## config.mk

```make
export PLATFORM = sky130hd
export DESIGN_NAME = serial_tx_controller_flat
export DESIGN_NICKNAME = d
export VERILOG_FILES = /design/src/rtl/serial_tx_controller_if.sv /design/src/rtl/serial_tx_controller.sv /design/src/flat_wrapper.sv
export SDC_FILE = /design/constraint.sdc
export NUM_CORES = 1
export LEC_CHECK = 0
export CAP_MARGIN = 25
export CORE_UTILIZATION = 54
export CTS_BUF_LIST = sky130_fd_sc_hd__clkbuf_8
export DETAILED_ROUTE_END_ITERATION = 10
export HOLD_SLACK_MARGIN = 0.02
export PLACE_DENSITY = 0.78
export SLEW_MARGIN = 20
export SYNTH_ARGS = -nofsm -noshare
export SYNTH_HDL_FRONTEND = slang
export SYNTH_SLANG_ARGS = --single-unit
```

## constraint.sdc

```tcl
create_clock -name clock_i -period 1.5 [get_ports clock_i]
set_clock_uncertainty 0.15 [all_clocks]
set_input_delay 0.225 -clock clock_i [delete_from_list [all_inputs] [get_ports clock_i]]
set_output_delay 0.225 -clock clock_i [all_outputs]
set_load 0.05 [all_outputs]
```

## src/rtl/serial_tx_controller_if.sv

```systemverilog
`default_nettype none
// ============================================================================
// Module   : serial_tx_controller_if
// Purpose  : Load/ready handshake and serial-line bundle between a word
//            source (master) and the serial transmit controller (slave).
// Revision : 1.0 - initial release
// ============================================================================
interface serial_tx_controller_if #(
  parameter int WIDTH = 8
);
  logic             load;
  logic [WIDTH-1:0] data_in;
  logic             ready;
  logic             busy;
  logic             valid;
  logic             serial_out;
  logic             done;

  modport master (
    output load, data_in,
    input  ready, busy, valid, serial_out, done
  );

  modport slave (
    input  load, data_in,
    output ready, busy, valid, serial_out, done
  );
endinterface
`default_nettype wire

```

## src/rtl/serial_tx_controller.sv

```systemverilog
`default_nettype none
// ============================================================================
// Module   : serial_tx_controller
// Purpose  : Accepts a parallel word on load/ready, emits a one-symbol valid
//            start strobe, then shifts the word out LSB-first with an optional
//            even-parity bit. Every symbol lasts BIT_CYCLES clocks.
// Revision : 1.0 - initial release
// ============================================================================
module serial_tx_controller #(
  parameter int WIDTH      = 8,
  parameter int BIT_CYCLES = 1,
  parameter int PARITY_EN  = 0
) (
  input  logic                   clock_i,
  input  logic                   reset_i,
  serial_tx_controller_if.slave  bus
);

  localparam int c_cyc_w = $clog2(BIT_CYCLES + 1);
  localparam int c_bit_w = $clog2(WIDTH + 1);
  localparam logic [c_cyc_w-1:0] c_cyc_last = c_cyc_w'(BIT_CYCLES - 1);
  localparam logic [c_bit_w-1:0] c_bit_last = c_bit_w'(WIDTH - 1);

  typedef enum logic [2:0] {
    ST_IDLE   = 3'd0,
    ST_START  = 3'd1,
    ST_DATA   = 3'd2,
    ST_PARITY = 3'd3,
    ST_DONE   = 3'd4
  } state_t;

  state_t             state_q;
  logic [WIDTH-1:0]   shreg_q;
  logic [c_bit_w-1:0] bitcnt_q;
  logic [c_cyc_w-1:0] cyccnt_q;
  logic               parity_q;
  logic               ready_q;
  logic               busy_q;
  logic               valid_q;
  logic               sout_q;
  logic               done_q;

  // High on the last clock of the symbol currently on the line.
  logic sym_end_w;
  assign sym_end_w = (cyccnt_q == c_cyc_last);

  // Frame sequencer; outputs are loaded alongside the state they describe so
  // that every output is a flop reflecting the current state.
  always_ff @(posedge clock_i) begin
    if (reset_i) begin
      state_q  <= ST_IDLE;
      shreg_q  <= '0;
      bitcnt_q <= '0;
      cyccnt_q <= '0;
      parity_q <= 1'b0;
      ready_q  <= 1'b1;
      busy_q   <= 1'b0;
      valid_q  <= 1'b0;
      sout_q   <= 1'b0;
      done_q   <= 1'b0;
    end else begin
      case (state_q)
        ST_IDLE: begin
          if (bus.load) begin
            shreg_q  <= bus.data_in;
            bitcnt_q <= '0;
            cyccnt_q <= '0;
            parity_q <= ^bus.data_in;
            state_q  <= ST_START;
            ready_q  <= 1'b0;
            busy_q   <= 1'b1;
            valid_q  <= 1'b1;
            sout_q   <= 1'b0;
          end
        end

        ST_START: begin
          if (sym_end_w) begin
            cyccnt_q <= '0;
            state_q  <= ST_DATA;
            valid_q  <= 1'b0;
            sout_q   <= shreg_q[0];
          end else begin
            cyccnt_q <= cyccnt_q + 1'b1;
          end
        end

        ST_DATA: begin
          if (sym_end_w) begin
            cyccnt_q <= '0;
            shreg_q  <= shreg_q >> 1;
            bitcnt_q <= bitcnt_q + 1'b1;
            if (bitcnt_q == c_bit_last) begin
              if (PARITY_EN != 0) begin
                state_q <= ST_PARITY;
                sout_q  <= parity_q;
              end else begin
                state_q <= ST_DONE;
                sout_q  <= 1'b0;
                done_q  <= 1'b1;
              end
            end else begin
              // Next bit is what becomes bit 0 after this shift.
              sout_q <= shreg_q[1];
            end
          end else begin
            cyccnt_q <= cyccnt_q + 1'b1;
          end
        end

        ST_PARITY: begin
          if (sym_end_w) begin
            cyccnt_q <= '0;
            state_q  <= ST_DONE;
            sout_q   <= 1'b0;
            done_q   <= 1'b1;
          end else begin
            cyccnt_q <= cyccnt_q + 1'b1;
          end
        end

        ST_DONE: begin
          state_q <= ST_IDLE;
          done_q  <= 1'b0;
          busy_q  <= 1'b0;
          ready_q <= 1'b1;
          sout_q  <= 1'b0;
        end

        default: begin
          state_q  <= ST_IDLE;
          cyccnt_q <= '0;
          bitcnt_q <= '0;
          ready_q  <= 1'b1;
          busy_q   <= 1'b0;
          valid_q  <= 1'b0;
          sout_q   <= 1'b0;
          done_q   <= 1'b0;
        end
      endcase
    end
  end

  assign bus.ready      = ready_q;
  assign bus.busy       = busy_q;
  assign bus.valid      = valid_q;
  assign bus.serial_out = sout_q;
  assign bus.done       = done_q;

endmodule
`default_nettype wire
```

## src/flat_wrapper.sv

```systemverilog
// flat-port wrapper written by rule: the top's interface ports become plain ports
module serial_tx_controller_flat 
#(
  parameter int WIDTH      = 8,
  parameter int BIT_CYCLES = 1,
  parameter int PARITY_EN  = 0
)
  (clock_i, reset_i, bus_load, bus_data_in, bus_ready, bus_busy, bus_valid, bus_serial_out, bus_done);
  serial_tx_controller_if #(.WIDTH(WIDTH)) bus_i ();
  input  logic clock_i;
  input  logic reset_i;
  input wire logic [$bits(bus_i.load)-1:0] bus_load;
  input wire logic [$bits(bus_i.data_in)-1:0] bus_data_in;
  output wire logic [$bits(bus_i.ready)-1:0] bus_ready;
  output wire logic [$bits(bus_i.busy)-1:0] bus_busy;
  output wire logic [$bits(bus_i.valid)-1:0] bus_valid;
  output wire logic [$bits(bus_i.serial_out)-1:0] bus_serial_out;
  output wire logic [$bits(bus_i.done)-1:0] bus_done;
  assign bus_i.load = bus_load;
  assign bus_i.data_in = bus_data_in;
  assign bus_ready = bus_i.ready;
  assign bus_busy = bus_i.busy;
  assign bus_valid = bus_i.valid;
  assign bus_serial_out = bus_i.serial_out;
  assign bus_done = bus_i.done;
  serial_tx_controller #(.WIDTH(WIDTH), .BIT_CYCLES(BIT_CYCLES), .PARITY_EN(PARITY_EN)) u_core (.clock_i(clock_i), .reset_i(reset_i), .bus(bus_i));
endmodule
```

Yosys cells after proc, flatten, opt, wreduce, memory -nomap -nowiden
Cells that the tools add are included.

storage, ports and cells
  word-level logic and storage cells = 68
  flip-flop bits (word level) = 21

cells by class
  eq/ne operators = 10
  multiplexer cells = 28
  $add $sub $neg = 2
  reduce and logical (&&, ||, !) cells = 14
  bitwise gates (word level) = 5

operators by type and width
  kind                 number
  $mux 8               2
  $pmux 8 s2           1
  $mux 3               5
  $pmux 3 s4           1
  $pmux 4 s3           1
  $mux 1               10
  $pmux 1 s3           3
  $reduce_and 3->1     3
  $reduce_or 3->1      3
  $mux 4               2
  $ne 2x2->1 const B   4
  $reduce_and 4->1     2
  $eq 3x2->1 const B   2
  $not 1->1            5
  $reduce_and 5->1     1
  $add 4x1->4 const B  1
  $eq 4x3->1 const B   1
  $pmux 1 s2           2
  $pmux 1 s4           1
  $reduce_and 2->1     2
  $eq 3x1->1 const B   1
  $eq 3x3->1 const B   1
  $logic_not 3->1      1
  $ne 2x1->1 const B   1
  other kinds (3)      3

Depth between registers and ports, before layout
Gate-level depths: netlist (run 1).

  depth after elaboration = 4
  gate-level depth with buffers = 6
  mapped depth without buffers = 5

Worst setup path after synthesis (run 1)
Ideal clock, no wire load.

  path kind = flip-flop to flip-flop
  start point = reg u_core.bus.serial_out (netlist name)
  end point = reg u_core.sout_q (netlist: u_core.bus.serial_out)
  buffers on the path = 0
  arrival = 1.224 ns
  cell stages (with the launch flop) = 5
  slack = 0.061 ns
  cells stage by stage = dfxtp_1 > nor3b_1 > a21oi_1 > o32a_1 > nor2_1

RTL lines
  element               RTL line                     text
  end signal, assigned  serial_tx_controller.sv:82   sout_q <= shreg_q[0];
  end signal, assigned  serial_tx_controller.sv:96   sout_q <= parity_q;
  end signal, assigned  serial_tx_controller.sv:104  sout_q <= shreg_q[1];
  end, declared         serial_tx_controller.sv:40   logic sout_q;

Worst setup path in the final report (run 1)
  start point = reg u_core.state_q[0]
  end point = reg u_core.shreg_q[5]

between the ends
  word-level cells in the longest chain between the ends = 3
  elaborated cells on any way between the ends = 7
  classes of those cells = 3 x eq/ne; 1 x mux; 3 x reduce/logical

RTL lines
  element                                                                  RTL line                    text
  start, declared                                                          serial_tx_controller.sv:32  state_t state_q;
  start signal, assigned                                                   serial_tx_controller.sv:51  state_q <= ST_IDLE;
  start signal, assigned                                                   serial_tx_controller.sv:69  state_q <= ST_START;
  start signal, assigned                                                   serial_tx_controller.sv:80  state_q <= ST_DATA;
  $eq 3x2->1 / $logic_not 3->1 (equally long branches)                     serial_tx_controller.sv:62  case (state_q)
  $ne 2x2->1 (no source line) / $reduce_bool 2->1 (equally long branches)  n/a
  $reduce_and 3->1 (no source line)                                        n/a
  end signal, assigned                                                     serial_tx_controller.sv:65  shreg_q <= bus.data_in;
  end signal, assigned                                                     serial_tx_controller.sv:91  shreg_q <= shreg_q >> 1;
  end, declared                                                            serial_tx_controller.sv:33  logic [WIDTH-1:0] shreg_q;

Several ways; a longest one is shown, not always the timed one.
A chain may end at the register's enable or synchronous reset.

==> results summary, run 1 <==
The kind of cell with the highest combined delay along the critical path is compound AO/OA/AOI/OAI gates. The number of iterations in the first detailed-routing pass is 4. The via total after detailed routing came out at 871. The total negative slack for setup checks came out at 0 ns. The power share of the sequential group is 0.451. The actual transition at the worst max-transition pin came out at 0.355 ns. Entering global routing, the biggest net connects 12 pins. The shortest period the worst path allows came out at 1.44 ns. The arrival time at the worst endpoint came out at 1.45 ns. After detailed routing, the total wire length is 2190 um. The share of final-layout standard cells stronger than drive strength 1 came out at 0.252. The launch point of the worst reg-to-reg path is u_core.state_q[0]. The clock sink count is 20. The combinational family with the most area after synthesis is compound AO/OA/AOI/OAI gates.

The congestion estimate from routability-driven global placement came to 0.817. The number of max-slew violations in the final report came out at 0. The portion of the post-synthesis area used by sequential elements is 0.410.

The number of clock buffers inserted by TritonCTS is 3. Traced cell by cell, the critical path runs through nor2_2 -> o21ai_4 -> a221oi_1. Hold is met by 0.264 ns. Timing would allow up to 0.692 GHz. The initial antenna violation count was 0.

The compound-cell area share of the yosys netlist is 0.252. The count of warnings emitted by yosys is 0. On the critical path, the stage with the largest delay is an instance of dfxtp_1. After synthesis the cells add up to 977 um^2. The average vias per placed instance is 5.58. The final HPWL from detailed placement came out at 1600 um. The critical path endpoint category is a flip-flop. The number of cells on the worst hold path came out at 3. The layout filler cell count is 119. Across the run, the number of max-cap violations was 0. The leakage power total came out at 0.000503 uW. The maximum fanout count along the critical path is 8. The clock reaches the later pin of the worst-skew pair after 0.25 ns. The region available for standard cell placement spans 1710 um^2. In the finished design, the share of the clock period the worst path needs comes to 0.963.

In this run the most critical hold path is launched from bus_load. For the worst flop-to-flop path, the logic depth is 3. The deepest clock path buffer count is 2. The net count after synthesis came out at 122. The first-pass GRT wire length came out at 3460 um. The simple-gate share of the synthesized area came out at 0.207. Once detail routing completed, the nets flagged for antenna violations numbered 0. The flow ran to the end, and the final reports show no timing, DRC or antenna violations. The synthesized instance count came out at 110.

The area added between synthesis and finish is 32.1%. The class of the tightest hold or removal check is in -> reg. The die extent in x is 44.5 um. The total count of hold-check failures in the final report is 0.

The worst slack at placement came out at -0.212 ns. Of the post-synthesis cell area, the part taken by muxes is 0.0102. In this design, the stage delay of the slowest critical-path cell is 0.39 ns. The combinational power share is 0.253. The average cell area after synthesis came out at 8.88 um^2. The count of hold-fix buffers inserted at cts is 0.

The post-cts resize count came out at 0. The number of different library cells used by synthesis comes to 36. The number of buffers inserted by post-CTS setup repair is 0. The height of the die came out at 44.5 um. For this run, design rule violations remaining after detail routing come to 0.

The first routing iteration left 22 violations. The internal power of the cells totals 981 uW. The endpoint required time on the critical path is 1.50 ns.

In this run, synthesis produced a sequential element count of 20. The final layout net count came out at 144. The number of buffer cells added on primary ports is 15. The number of levels the H-tree was split into came out at 1. The total power per unit cell area came out at 1080 nW/um^2.

In the final routed layout, each cell accounts on average for 14.0 um. The worst relative slew slack is 0.763. The worst hold path endpoint is u_core.bus.ready.

The starting density of the core is 0.572. Of the total synthesized cell area, the portion taken by XOR and XNOR cells is 0.0269. The cell sitting at the root of the clock tree is a clkbuf_8.

The clock transition at the registers of the reported paths came out at 0.08 ns. Setup slack on the critical path of the routed design comes to 0.0551 ns. TritonCTS built the clock tree. The area share of fa/ha/maj cells after synthesis came out at 0.0128.

The antenna diode count came out at 0. The number of rows created at floorplan is 15. The critical path in this run is classified as reg -> reg. The die covers 1980 um^2. The via count of the first global-routing pass came out at 759. The number of top-level pins came out at 16. In this run the critical register-to-register path is captured at u_core.shreg_q[5]. The design draws 1390 uW. The startpoint kind of the worst setup timing path is a flip-flop. The global-route usage over all layers is 0.235. The post-layout instance count excluding filler cells is 156. VDD sags by at most 1.04 mV.

The cell total after placement came out at 152. The net switching power is 408 uW. Setup violations remaining at the end of the flow were counted as 0.

After global routing the overflow that remains totals 0. The slack of the worst reg-to-reg path is 0.06 ns. Setup repair after global routing could not meet its margin everywhere. The number of buffer and inverter instances along the worst setup path is 0. Of the total power, the share spent switching nets is 0.294. The power share of the clock group is 0.296.
[power groups by stage]
stage               Clock (uW)  Combinational, uW  Sequential, uW
floorplan                    0                190             659
global placement             0                339             636
detailed placement           0                348             638
CTS                        415                352             626
global route               433                378             633
finish                     411                352             627
[area by class of cell]
type	count	area (um^2)	share of cell area
repair buffers	24	270	0.209
inverters	9	33.8	0.0262
flip-flops and latches	20	403	0.312
well taps	25	31.3	0.0242
clock buffers	4	55.1	0.0426
multi-input cells	74	498	0.386
[cells in the mapped netlist (all sizes together)]
cell     n  share of area
mux2i    1          0.010
nor2    13          0.055
nand3    5          0.031
nand2b   2          0.013
buf      7          0.046
a31oi    1         0.0064
inv      9          0.035
and2b    1         0.0077
dfxtp   20           0.41
o32a     1          0.010
nand3b   3          0.023
or3      1         0.0064
nor3b    1         0.0077
a211o    1         0.0090
nand2    9          0.035
o22ai    1         0.0064
nor2b    2          0.013
and3     1         0.0064
xnor2    3          0.027
a21oi    6          0.035
a221oi   7          0.095
o211ai   1         0.0077
o21ai    9          0.058
a211oi   2          0.026
ha       1          0.013
nor3     2          0.010
[state kept, by name, indices dropped and copies added, names as in the netlist]
| signal | cells |
|---|---|
| u_core.bus.done | 1 |
| u_core.bus.valid | 1 |
| u_core.bitcnt_q | 4 |
| u_core.shreg_q | 8 |
| u_core.bus.serial_out | 1 |
| u_core.state_q | 3 |
| u_core.bus.busy | 1 |
| u_core.bus.ready | 1 |
[stage by stage]
step / utilization / cell area (um^2)
after floorplan: - / 977
after global placement: 0.721 / 1230
after detailed placement: 0.721 / 1230
after CTS: 0.753 / 1290
after global routing: 0.756 / 1290
final: 0.756 / 1290
[metal layers]
metal	wire length, um	vias up	part of all wire	track usage
li1	-	425	-	-
met1	1000	419	0.46	0.320
met2	1070	21	0.49	0.391
met3	89	6	0.041	0.0367
met4	28	0	0.013	0.0545
met5	0	-	0	0
[worst reg2reg max path, cell delays in order, from the launching register on]
cell	delay [ns]
dfxtp_1	0.39
nor2_2	0.32
o21ai_4	0.18
a221oi_1	0.31
[worst max path at each step]
stage / from / cells after the start / slack (ns) / endpoint
after global routing: u_core.state_q[0] / 4 / -0.0007 / u_core.bus.done
after floorplan: u_core.bus.serial_out / 4 / 0.06 / u_core.bus.serial_out
after detailed placement: bus_load / 5 / -0.21 / u_core.bitcnt_q[3]
after CTS: u_core.state_q[2] / 4 / 0.06 / u_core.bitcnt_q[3]
final: u_core.state_q[0] / 3 / 0.06 / u_core.shreg_q[5]
after global placement: bus_load / 5 / -0.16 / u_core.bitcnt_q[1]
[cell usage in the layout (no fill, tap or decap), types with 2 or more instances in the layout]
cell / n
nand3b_1: 3
buf_4: 9
nand2_1: 9
nand2b_1: 2
clkbuf_8: 4
a21oi_1: 5
buf_12: 5
o21ai_0: 6
o21ai_1: 2
nand3_1: 4
nor3_1: 2
a221oi_2: 5
clkdlybuf4s50_1: 9
nor2_1: 11
nor2_2: 2
a211oi_2: 2
dfxtp_1: 18
nor2b_1: 2
inv_1: 8
dfxtp_2: 2
a221oi_1: 2
xnor2_1: 3
[cell families (layout without fill, tap and decap cells)]
kind of cell | count (synthesis) | after routing
AND/OR/NAND/NOR | 40 | 40
AO/OA/AOI/OAI | 29 | 29
multiplexers | 1 | 1
flip-flops | 20 | 20
adder cells (fa/ha/maj) | 1 | 1
buffers and inverters | 16 | 37
XOR/XNOR | 3 | 3
Note: power is estimated with default switching activity, not from simulation.
==> inputs of run 2 (changes only) <==
CTS_CLUSTER_DIAMETER = 30   (was unset)
MAX_ROUTING_LAYER = met4   (was unset)
==> results of run 2 <==
Same layout as run 1: the final DEF is identical, and so are final timing and power.
Main changes from that run: final weighted congestion in routability-driven placement 0.817 -> 0.829; overall routing resource usage 0.235 -> 0.243
